File: src/rtl/handshake_const_check.sv
// ---------------------------------------------------------------------------
// handshake_const_check
//
// Consumer end of a constant-generation dataflow path. Every token accepted
// on the input channel is compared against a fixed word. The 1-bit verdict
// (1 = match) is queued in a two-entry result buffer and offered on the
// output channel. Alongside the verdicts the block keeps saturating
// match/mismatch statistics, a sticky error flag, and a copy of the first
// word that failed the comparison.
//
// Ports
//   clk            : single clock, all state changes on its rising edge
//   rst            : synchronous, active-low reset
//   ins            : incoming data token
//   ins_valid      : a token is present on ins
//   ins_ready      : block can take a token (registered state only)
//   outs           : result token, 1 = match, 0 = mismatch
//   outs_valid     : a result token is present on outs
//   outs_ready     : downstream takes the result token
//   match_count    : saturating count of matching tokens accepted
//   mismatch_count : saturating count of mismatching tokens accepted
//   error          : sticky, set by the first mismatch since reset
//   first_bad      : value of the first mismatching token
// ---------------------------------------------------------------------------
module handshake_const_check #(
  parameter int unsigned DATA_WIDTH  = 32,
  parameter logic [31:0] EXPECTED    = 32'h6B8A8F0B,
  parameter int unsigned COUNT_WIDTH = 16
) (
  input  logic                   clk,
  input  logic                   rst,
  input  logic [DATA_WIDTH-1:0]  ins,
  input  logic                   ins_valid,
  output logic                   ins_ready,
  output logic                   outs,
  output logic                   outs_valid,
  input  logic                   outs_ready,
  output logic [COUNT_WIDTH-1:0] match_count,
  output logic [COUNT_WIDTH-1:0] mismatch_count,
  output logic                   error,
  output logic [DATA_WIDTH-1:0]  first_bad
);

  localparam logic [DATA_WIDTH-1:0]  EXP_WORD  = EXPECTED[DATA_WIDTH-1:0];
  localparam logic [COUNT_WIDTH-1:0] COUNT_ONE = {{(COUNT_WIDTH-1){1'b0}}, 1'b1};
  localparam logic [COUNT_WIDTH-1:0] COUNT_MAX = {COUNT_WIDTH{1'b1}};

  // Buffer occupancy doubles as the control state of the result buffer.
  typedef enum logic [1:0] {
    OCC_EMPTY = 2'd0,
    OCC_ONE   = 2'd1,
    OCC_FULL  = 2'd2
  } occ_t;

  occ_t                   occ_q, occ_d;
  logic                   head_q, head_d;
  logic                   tail_q, tail_d;
  logic [COUNT_WIDTH-1:0] matchCount_q, matchCount_d;
  logic [COUNT_WIDTH-1:0] mismatchCount_q, mismatchCount_d;
  logic                   error_q, error_d;
  logic [DATA_WIDTH-1:0]  firstBad_q, firstBad_d;

  logic push;
  logic pop;
  logic hit;

  // ins_ready comes straight from the occupancy register, so a pop while full
  // frees the slot only on the following cycle and no combinational path
  // exists from outs_ready to ins_ready.
  assign ins_ready  = (occ_q != OCC_FULL);
  assign outs_valid = (occ_q != OCC_EMPTY);
  assign outs       = outs_valid & head_q;

  assign push = ins_valid & ins_ready;
  assign pop  = outs_valid & outs_ready;
  assign hit  = (ins == EXP_WORD);

  // Result buffer next state. head_q is always the oldest verdict; tail_q is
  // only meaningful when full. A push and pop together can only happen with
  // one entry held, and then the new verdict simply replaces the head.
  always_comb begin
    occ_d  = occ_q;
    head_d = head_q;
    tail_d = tail_q;
    unique case (occ_q)
      OCC_EMPTY: begin
        if (push) begin
          head_d = hit;
          occ_d  = OCC_ONE;
        end
      end
      OCC_ONE: begin
        if (push && pop) begin
          head_d = hit;
        end else if (push) begin
          tail_d = hit;
          occ_d  = OCC_FULL;
        end else if (pop) begin
          occ_d  = OCC_EMPTY;
        end
      end
      OCC_FULL: begin
        if (pop) begin
          head_d = tail_q;
          occ_d  = OCC_ONE;
        end
      end
      default: begin
        occ_d = OCC_EMPTY;
      end
    endcase
  end

  // Statistics and first-error capture. Counters stick at all-ones; the error
  // flag and captured word only change on the first mismatch after reset.
  always_comb begin
    matchCount_d    = matchCount_q;
    mismatchCount_d = mismatchCount_q;
    error_d         = error_q;
    firstBad_d      = firstBad_q;
    if (push) begin
      if (hit) begin
        if (matchCount_q != COUNT_MAX) begin
          matchCount_d = matchCount_q + COUNT_ONE;
        end
      end else begin
        if (mismatchCount_q != COUNT_MAX) begin
          mismatchCount_d = mismatchCount_q + COUNT_ONE;
        end
        if (!error_q) begin
          error_d    = 1'b1;
          firstBad_d = ins;
        end
      end
    end
  end

  // State registers. Reset wins over any handshake on the same edge, so
  // buffered verdicts are dropped and an offered token is not counted.
  always_ff @(posedge clk) begin
    if (!rst) begin
      occ_q           <= OCC_EMPTY;
      head_q          <= 1'b0;
      tail_q          <= 1'b0;
      matchCount_q    <= '0;
      mismatchCount_q <= '0;
      error_q         <= 1'b0;
      firstBad_q      <= '0;
    end else begin
      occ_q           <= occ_d;
      head_q          <= head_d;
      tail_q          <= tail_d;
      matchCount_q    <= matchCount_d;
      mismatchCount_q <= mismatchCount_d;
      error_q         <= error_d;
      firstBad_q      <= firstBad_d;
    end
  end

  assign match_count    = matchCount_q;
  assign mismatch_count = mismatchCount_q;
  assign error          = error_q;
  assign first_bad      = firstBad_q;

endmodule

File: config.mk
export PLATFORM = sky130hd
export DESIGN_NAME = handshake_const_check
export DESIGN_NICKNAME = d
export VERILOG_FILES = /design/src/rtl/handshake_const_check.sv
export SDC_FILE = /design/constraint.sdc
export NUM_CORES = 1
export LEC_CHECK = 0
export ABC_AREA = 1
export CELL_PAD_IN_SITES_DETAIL_PLACEMENT = 0
export CELL_PAD_IN_SITES_GLOBAL_PLACEMENT = 1
export CORE_UTILIZATION = 33
export CTS_BUF_LIST = sky130_fd_sc_hd__clkbuf_4 sky130_fd_sc_hd__clkbuf_8 sky130_fd_sc_hd__clkbuf_16
export DETAILED_ROUTE_END_ITERATION = 6
export GPL_TIMING_DRIVEN = 0
export PLACE_DENSITY_LB_ADDON = 0.25
export SLEW_MARGIN = 20
export SYNTH_ARGS = -nofsm -noshare
export SYNTH_HDL_FRONTEND = slang
export SYNTH_SLANG_ARGS = --single-unit
File: constraint.sdc
create_clock -name clk -period 1.9 [get_ports clk]
set_input_delay 0.285 -clock clk [delete_from_list [all_inputs] [get_ports clk]]
set_output_delay 0.285 -clock clk [all_outputs]
set_load 0.005 [all_outputs]
# Yosys cells after proc, flatten, opt, wreduce, memory -nomap -nowiden
# Cells that the tools add are included.
[totals]
n_memories = 0
ram_bits = 0
inputBits = 36
latchBits = 0
output_inout_bits = 68
mem_bits_ro = 0
reg_bits = 69
[classes]
n_reduce_logical = 11
bitwise = 6
n_addsub = 2
shift = 0
magnitude_cmp = 0
muxes = 10
multipliers = 0
eq_ne = 11
n_div = 0
[op_table]
columns = ["op", "n"]
rows = [
  ["16-bit by 1-bit adder with 16-bit output (second input constant)", 2],
  ["32-bit by 31-bit == test with 1-bit output (second input constant)", 1],
  ["16-bit inequality test (second input constant)", 2],
  ["3-bit AND reduction", 4],
  ["2-bit two-way mux", 5],
  ["2-bit inequality test (second input constant)", 5],
  ["4-bit AND reduction", 2],
  ["2-bit one-hot mux with 3 select lines", 1],
  ["1-bit bitwise AND", 3],
  ["1-bit two-way mux", 3],
  ["3-bit inequality test (second input constant)", 1],
  ["1-bit NOT", 3],
  ["1-bit one-hot mux with 3 select lines", 1],
  ["3-bit nonzero test", 1],
  ["2-bit by 1-bit == test with 1-bit output (second input constant)", 1],
  ["2-bit == test (second input constant)", 1],
  ["2-bit zero test", 1],
  ["2-bit AND reduction", 1],
  ["2-bit nonzero test", 1],
  ["1-bit logical AND", 1],
]

# Logic depth before layout (Yosys ltp)
# Gate-level depths: netlist of run 1.
[depth]
word_depth = 6
mapped_depth = 11
mapped_depth_nobuf = 10

# Worst setup path before layout of run 1
# OpenSTA, ideal clock, no wires.
[synth_timing]
kind = "register to register"
from = "register mismatchCount_q[1] (netlist: mismatch_count[1])"
to = "register mismatchCount_q[14] (netlist: mismatch_count[14])"
period_less_slack_ns = 1.480
path_stages_with_launch = 10
slack_ns = 0.420
setup_ns = 0.113
path_buffers = 1
t_arrival_ns = 1.367
cell_sequence = "dfxtp_1 > ha_1 > nand2_1 > nor2_4 > nand4_2 > buf_4 > nand3_1 > nor2_1 > nor2_1 > nor2_1"
[synth_between]
elab_chain_len = 2
elab_cells_between_ends = 3
cone_classes = "add/sub (1); eq/ne (1); reduce/logical (1)"
[synth_lines]
columns = ["element", "line", "text"]
rows = [
  ["start, declared", "59", "logic [COUNT_WIDTH-1:0] mismatchCount_q, mismatchCount_d;"],
  ["start signal, assigned", "154", "mismatchCount_q <= mismatchCount_d;"],
  ["branches (longest 2 deep; another with 16-bit by 1-bit adder with 16-bit output)", "n/a", ""],
]
# Several ways; the timed one is not identified.
# A chain may end at the register's enable or synchronous reset.

# Final worst setup path of run 1
[layout_timing]
from = "register occ_q[0]"
to = "output port ins_ready"
[layout_between]
elab_chain_len = 1
[layout_lines]
columns = ["element", "line", "text"]
rows = [
  ["start, declared", "55", "occ_t occ_q, occ_d;"],
  ["start signal, assigned", "142", "occ_q <= OCC_EMPTY;"],
  ["start signal, assigned", "150", "occ_q <= occ_d;"],
  ["2-bit inequality test", "70", "assign ins_ready = (occ_q != OCC_FULL);"],
  ["end, declared", "34", "output logic ins_ready,"],
]
# Every way passes these cells.

==> results of run 1 <==
[final cells by class]
class / instances / area [µm²] / area share, %
inverters: 54 / 203 / 4.02
well taps: 136 / 170 / 3.37
flip-flops and latches: 69 / 1380 / 27.4
clock inverters: 4 / 45.0 / 0.893
repair buffers: 103 / 1030 / 20.4
plain buffers: 27 / 138 / 2.73
multi-input cells: 405 / 1910 / 37.9
clock buffers: 12 / 165 / 3.27
[Yosys cell counts (all sizes together), types with 2 or more instances]
cell type / instances
nand2: 146
nor2: 101
dfxtp: 69
nand4: 57
inv: 52
a21oi: 51
nand3: 32
buf: 15
clkbuf: 12
xor2: 5
o21ai: 3
clkinv: 2
ha: 2
xnor2: 2
[stage by stage]
step	area [µm²]	setup slack (ps)	setup TNS [ps]	std cells
after floorplan	3630	420	0	555
after global placement	4820	-250	-7620	793
after detailed placement	4820	-270	-7710	793
after CTS	5030	60.3	0	809
after global routing	5040	2.07	0	810
final	5040	88.4	0	810
[metal layers]
| metal | GRT usage, % | vias up | wire [µm] |
|---|---|---|---|
| li1 | - | 2050 | - |
| met5 | 0 | - | 0 |
| met1 | 25.2 | 1789 | 5090 |
| met2 | 31.1 | 76 | 5050 |
| met4 | 6.07 | 0 | 114 |
| met3 | 4.26 | 8 | 482 |
[flip-flops by register name, summed over array words and instances, names as in the netlist]
register        cells
first_bad          32
match_count        16
mismatch_count     16
occ_q               2
error               1
head_q              1
tail_q              1
[final timing paths]
path / from / to / slack [ps] / depth (start not counted)
worst max-delay path: occ_q[0]$_SDFFE_PN0P_ / ins_ready / 90 / 3
worst min-delay path: rst / match_count[14]$_SDFFE_PN0P_ / 330 / 3
worst max register to register: match_count[0]$_SDFFE_PN0P_ / match_count[0]$_SDFFE_PN0P_ / 180 / 9
worst min register to register: first_bad[10]$_SDFFE_PN0P_ / first_bad[10]$_SDFFE_PN0P_ / 460 / 2
[cell families after synthesis]
logic type / after synthesis / synth area share, %
compound gates: 57 / 8.11
fa+ha+maj: 2 / 0.690
simple gates: 339 / 42.1
flops: 69 / 38.1
buf+inv: 81 / 9.32
xor+xnor: 7 / 1.69
[power breakdown]
group	switching, µW	internal, µW	total, µW
clock network	589	708	1300
registers	31.3	1500	1530
logic	204	220	424
total	824	2420	3250
[placed cells by master (no fill, tap or decap), types with 2 or more instances in the layout]
master             n
clkdlybuf4s50_1  102
nand2_1          145
nand3_2            3
inv_1             51
clkinv_1           2
clkbuf_2           2
nand4_1           56
nor2_4             4
clkbuf_8          12
clkinv_2           3
buf_2              6
ha_1               2
nor2_2             7
xnor2_1            2
nor2_1            90
o21ai_0            3
nand3_1           29
clkbuf_1          10
xor2_1             5
dfxtp_1           69
a21oi_1           51
buf_4              8
buf_1              2
[critical path: stages (launching register included)]
cell	delay [ps]
dfxtp_1	440
nor2_4	80
inv_1	120
clkdlybuf4s50_1	530
[what timing repair did]
action / 4_1_cts / 5_1_grt
endpoints found under the hold margin: 0 / 0
buffers inserted: 0 / 1
gates resized for setup: 1 / 5
setup endpoints to repair: 1 / 7
==> impl_metrics.py, run 1 <==
metrics = {
    "final_layout": {
        "num_antenna_cells": 0,
        "finish.utilization_pct": 48.0,
        "nets": 707,
        "drive_gt1_share_pct": 7.42,
        "syn_to_final_growth_pct": 39.1,
        "fill_cells": 1108,
    },
    "drt": {
        "wl_mm": 10.7,
        "ant_nets": 0,
        "drt-pass1-iter-count": 4,
        "routed_via_density": 4.84,
        "first_iter_violations": 143,
        "wl_per_cell_um": 13.2,
        "drc_errors": 0,
        "vias": 3923,
    },
    "clock_network": {
        "cts_hold_buf": 0,
        "clock_latency_ps": 360,
        "cts_tree": "built",
        "cts_made_buffers": 9,
        "clkTransAtPathRegs_ps": 70,
        "h-tree-depth": 3,
        "clockBufferDepth": 2,
        "cts.sinks": 69,
        "cts_root_buf": "clkbuf_8",
    },
    "timing": {
        "slew_headroom_pct": 65.2,
        "hold_viol_final": 0,
        "worstMarginPinSlew_ps": 521,
        "fin_crit_sh_pct": 95.3,
        "grt_setup_unrepaired": "false",
        "period_needed_ps": 1810,
        "final-setup-viol-count": 0,
        "slew_viol_final": 0,
        "hold_ws_ps": 334,
        "fin_worst_skew_ps": 5.56,
        "max_freq_mhz": 552,
    },
    "power_and_ir_drop": {
        "ir_drop_uv": 392,
        "power_uw": 3250,
        "p_leak_uw": 0.00197,
        "pwr_density_cell_nw_per_um2": 644,
    },
    "place": {
        "hpwl_mm": 8.00,
        "portBuffers": 102,
        "gp_congestion": 0.811,
    },
    "floorplan": {
        "core_area_um2": 10500,
        "io_pins": 104,
        "fp-row-count": 37,
        "die_y_um": 107,
        "fp.dieArea_um2": 11400,
        "die_x_um": 107,
        "start_util_pct": 34.5,
    },
    "synth": {
        "syn_area_um2": 3630,
        "async_reset_ff_share_pct": 0,
        "synth_edf_count": 0,
        "ys_ff_latch": 69,
        "ys_top_cells_by_area": "dfxtp_1 (38%), nand2_1 (15%), nand4_1 (9.7%), nor2_1 (9.4%), a21oi_1 (7.0%)",
        "seq_area_frac_synth_pct": 38.1,
        "avgSynthCellArea_um2": 6.53,
        "synth_ff_type": "dfxtp_1",
        "synth_cell_type_count": 28,
        "yosysTopAreaCellShare_pct": 38.1,
        "yosysWarnings": 0,
        "syn_nets": 593,
        "synth_largest_area_cell": "dfxtp_1",
        "synthCells": 555,
    },
    "run_status": {
        "status": "complete, no violations",
    },
    "grt": {
        "antenna_found_initial": 0,
        "grt_pass1_wl_mm": 17.2,
        "gr-total-overflow": 0,
        "grt_max_degree": 12,
        "grt_pass1_vias": 3508,
        "grtUsageTotal_pct": 19.2,
    },
    "worst_setup_path": {
        "path_max_fanout": 5,
        "required_ps": 1620,
        "start_kind": "flip-flop",
        "crit_arrival_ps": 1530,
        "critPathKind": "reg2out",
        "end_kind": "primary output",
    },
    "job": {
        "drv_cap": 0,
    },
    "worst_hold_path": {
        "holdCritPathClass": "in2reg",
    },
}
No activity file was read; power rests on OpenSTA's default activity.
==> run 2: changes to the inputs <==
--- a/config.mk
+++ b/config.mk
@@ -11,7 +11,6 @@
 export CORE_UTILIZATION = 33
 export CTS_BUF_LIST = sky130_fd_sc_hd__clkbuf_4 sky130_fd_sc_hd__clkbuf_8 sky130_fd_sc_hd__clkbuf_16
 export DETAILED_ROUTE_END_ITERATION = 6
-export GPL_TIMING_DRIVEN = 0
 export PLACE_DENSITY_LB_ADDON = 0.25
 export SLEW_MARGIN = 20
 export SYNTH_ARGS = -nofsm -noshare
==> run 2 against run 1 <==
Worst hold slack gained 130 ps. Via count increased by 2.2%. Utilization up 1.2 points. Cell count up 0.62%. Clock power shrank 11%. Maximum frequency fell by 0.25%. Register-to-register slack gained 30 ps. Largest power group unchanged.
==> impl_metrics.py, run 2 (synthesis gave the netlist of run 1 again) <==
metrics = {
    "clock_network": {
        "cts_root_buf": "clkbuf_8",
        "cts_made_buffers": 9,
        "cts_tree": "built",
        "h-tree-depth": 3,
        "cts.sinks": 69,
        "clkTransAtPathRegs_ps": 70,
        "clockBufferDepth": 2,
        "clock_latency_ps": 350,
    },
    "floorplan": {
        "fp.dieArea_um2": 11400,
        "core_area_um2": 10500,
        "io_pins": 104,
        "die_x_um": 107,
        "fp-row-count": 37,
        "start_util_pct": 34.5,
        "die_y_um": 107,
    },
    "worst_setup_path": {
        "required_ps": 1620,
        "slowest_stage": "clkdlybuf4s50_1",
        "rrSetupSlack_ps": 210,
        "cpMostUsedCell": "inv_1",
        "start_kind": "flip-flop",
        "r2r-start": "match_count[1]$_SDFFE_PN0P_",
        "critPathKind": "reg2out",
        "path_max_fanout": 4,
        "crit_path_start": "occ_q[1]$_SDFFE_PN0P_",
        "slowest_delay_ps": 470,
        "end_kind": "primary output",
        "crit_arrival_ps": 1530,
        "regToRegEndpoint": "match_count[0]$_SDFFE_PN0P_",
        "cp_cell_sequence": "inv_1 > nor2_2 > inv_1 > clkdlybuf4s50_1",
        "r2r_cells": 9,
        "cp-endpoint": "ins_ready",
    },
    "power_and_ir_drop": {
        "pwr_density_cell_nw_per_um2": 607,
        "ir_drop_uv": 383,
        "p_leak_uw": 0.00205,
    },
    "timing": {
        "fin_worst_skew_ps": 4.80,
        "worstMarginPinSlew_ps": 490,
        "fin_crit_sh_pct": 95.6,
        "hold_viol_final": 0,
        "slew_headroom_pct": 67.2,
        "layout_setup_ws_ps": 83.8,
        "max_freq_mhz": 551,
        "period_needed_ps": 1820,
        "grt_setup_unrepaired": "false",
        "slew_viol_final": 0,
        "final-setup-viol-count": 0,
        "finalSetupTns_ps": 0,
        "hold_ws_ps": 462,
    },
    "place": {
        "placedInstanceArea_um2": 4980,
        "gp_congestion": 0.791,
        "pre_cts_slack_ps": -123,
        "hpwl_mm": 7.64,
        "portBuffers": 103,
    },
    "final_layout": {
        "fill_cells": 1100,
        "largest_register_ffs": 32,
        "final_cell_mix": "nand2_1 (145), clkdlybuf4s50_1 (103), nor2_1 (90)",
        "final_common_cell": "nand2_1",
        "postLayoutCellArea_um2": 5170,
        "drive_gt1_share_pct": 9.72,
        "syn_to_final_growth_pct": 42.6,
        "nets": 715,
        "num_antenna_cells": 0,
        "finish.utilization_pct": 49.2,
    },
    "drt": {
        "routed_via_density": 4.92,
        "ant_nets": 0,
        "first_iter_violations": 157,
        "wl_per_cell_um": 13.0,
        "vias": 4008,
        "drc_errors": 0,
        "drt-pass1-iter-count": 4,
        "wl_mm": 10.6,
    },
    "grt": {
        "use_met2_pct": 31.9,
        "gr-max-usage-layer": "met2",
        "gr-total-overflow": 0,
        "grt_pass1_wl_mm": 17.4,
        "grtUsageMet1_pct": 24.1,
        "grt_max_degree": 31,
        "grtUsageTotal_pct": 19.1,
        "grt_use_met3_pct": 5.11,
        "antenna_found_initial": 0,
        "grt_pass1_vias": 3693,
    },
    "job": {
        "drv_cap": 0,
    },
    "run_status": {
        "status": "complete, no violations",
    },
    "worst_hold_path": {
        "holdCritPathClass": "reg2reg",
    },
}
==> run 2: worst min-delay path by stage <==
stage	start	cells after the start	end
finish	first_bad[6]$_SDFFE_PN0P_	2	first_bad[6]$_SDFFE_PN0P_
global route	first_bad[22]$_SDFFE_PN0P_	2	first_bad[22]$_SDFFE_PN0P_
CTS	first_bad[13]$_SDFFE_PN0P_	2	first_bad[13]$_SDFFE_PN0P_
detailed placement	first_bad[13]$_SDFFE_PN0P_	2	first_bad[13]$_SDFFE_PN0P_
global placement	first_bad[24]$_SDFFE_PN0P_	2	first_bad[24]$_SDFFE_PN0P_
floorplan	outs_ready	1	occ_q[1]$_SDFFE_PN0P_
==> run 2: stage by stage <==
step           power [µW]  cells
2_1_floorplan        1750    555
3_3_place_gp         2010    802
4_1_cts              3190    815
6_report             3140    815
3_5_place_dp         2010    802
5_1_grt              3290    815
==> run 2: layout make-up <==
type                       instances  area, µm²  area share (%)
clock buffer                      10        131            2.54
clock inverter                     3       40.0           0.774
inverter                          54        203            3.92
multi-input combinational        405       1930            37.2
sequential                        69       1380            26.7
tap                              136        170            3.29
timing repair buffer             138       1320            25.5
==> run 2: per-layer routing <==
| metal | up-vias | share of wire, % |
|---|---|---|
| met3 | 10 | 5.1 |
| met4 | 0 | 1.2 |
| met1 | 1849 | 46 |
| li1 | 2049 | - |
| met2 | 100 | 48 |
| met5 | - | 0 |
==> run 2: power breakdown <==
| part | leakage, µW | internal, µW | switching (µW) |
|---|---|---|---|
| sequential | 0.000562 | 1500 | 31.5 |
| combinational | 0.00140 | 245 | 206 |
| clock | 0.0000913 | 596 | 566 |
| total | 0.00205 | 2340 | 804 |
==> run 2: repair_timing <==
item	4_1_cts	5_1_grt
gates resized for setup	1	2
cloned	0	0
buffers inserted	0	0
endpoints found under the hold margin	0	0
hold buffers	0	0
endpoints found under the setup margin	1	2
==> run 2: critical path: cells and delay by family, from the launching register on <==
kind / cells / cell delay [ps]
buffers and inverters: 3 / 660
flip-flops: 1 / 360
AND/OR/NAND/NOR: 1 / 170
==> run 3: changes to the inputs <==
--- a/config.mk
+++ b/config.mk
@@ -6,6 +6,7 @@
 export NUM_CORES = 1
 export LEC_CHECK = 0
 export ABC_AREA = 1
+export CAP_MARGIN = 30
 export CELL_PAD_IN_SITES_DETAIL_PLACEMENT = 0
 export CELL_PAD_IN_SITES_GLOBAL_PLACEMENT = 1
 export CORE_UTILIZATION = 33
@@ -16,3 +17,4 @@
 export SYNTH_ARGS = -nofsm -noshare
 export SYNTH_HDL_FRONTEND = slang
 export SYNTH_SLANG_ARGS = --single-unit
+export TNS_END_PERCENT = 100
==> results of run 3 <==
Final layout, timing and power as in run 2 (identical DEF).
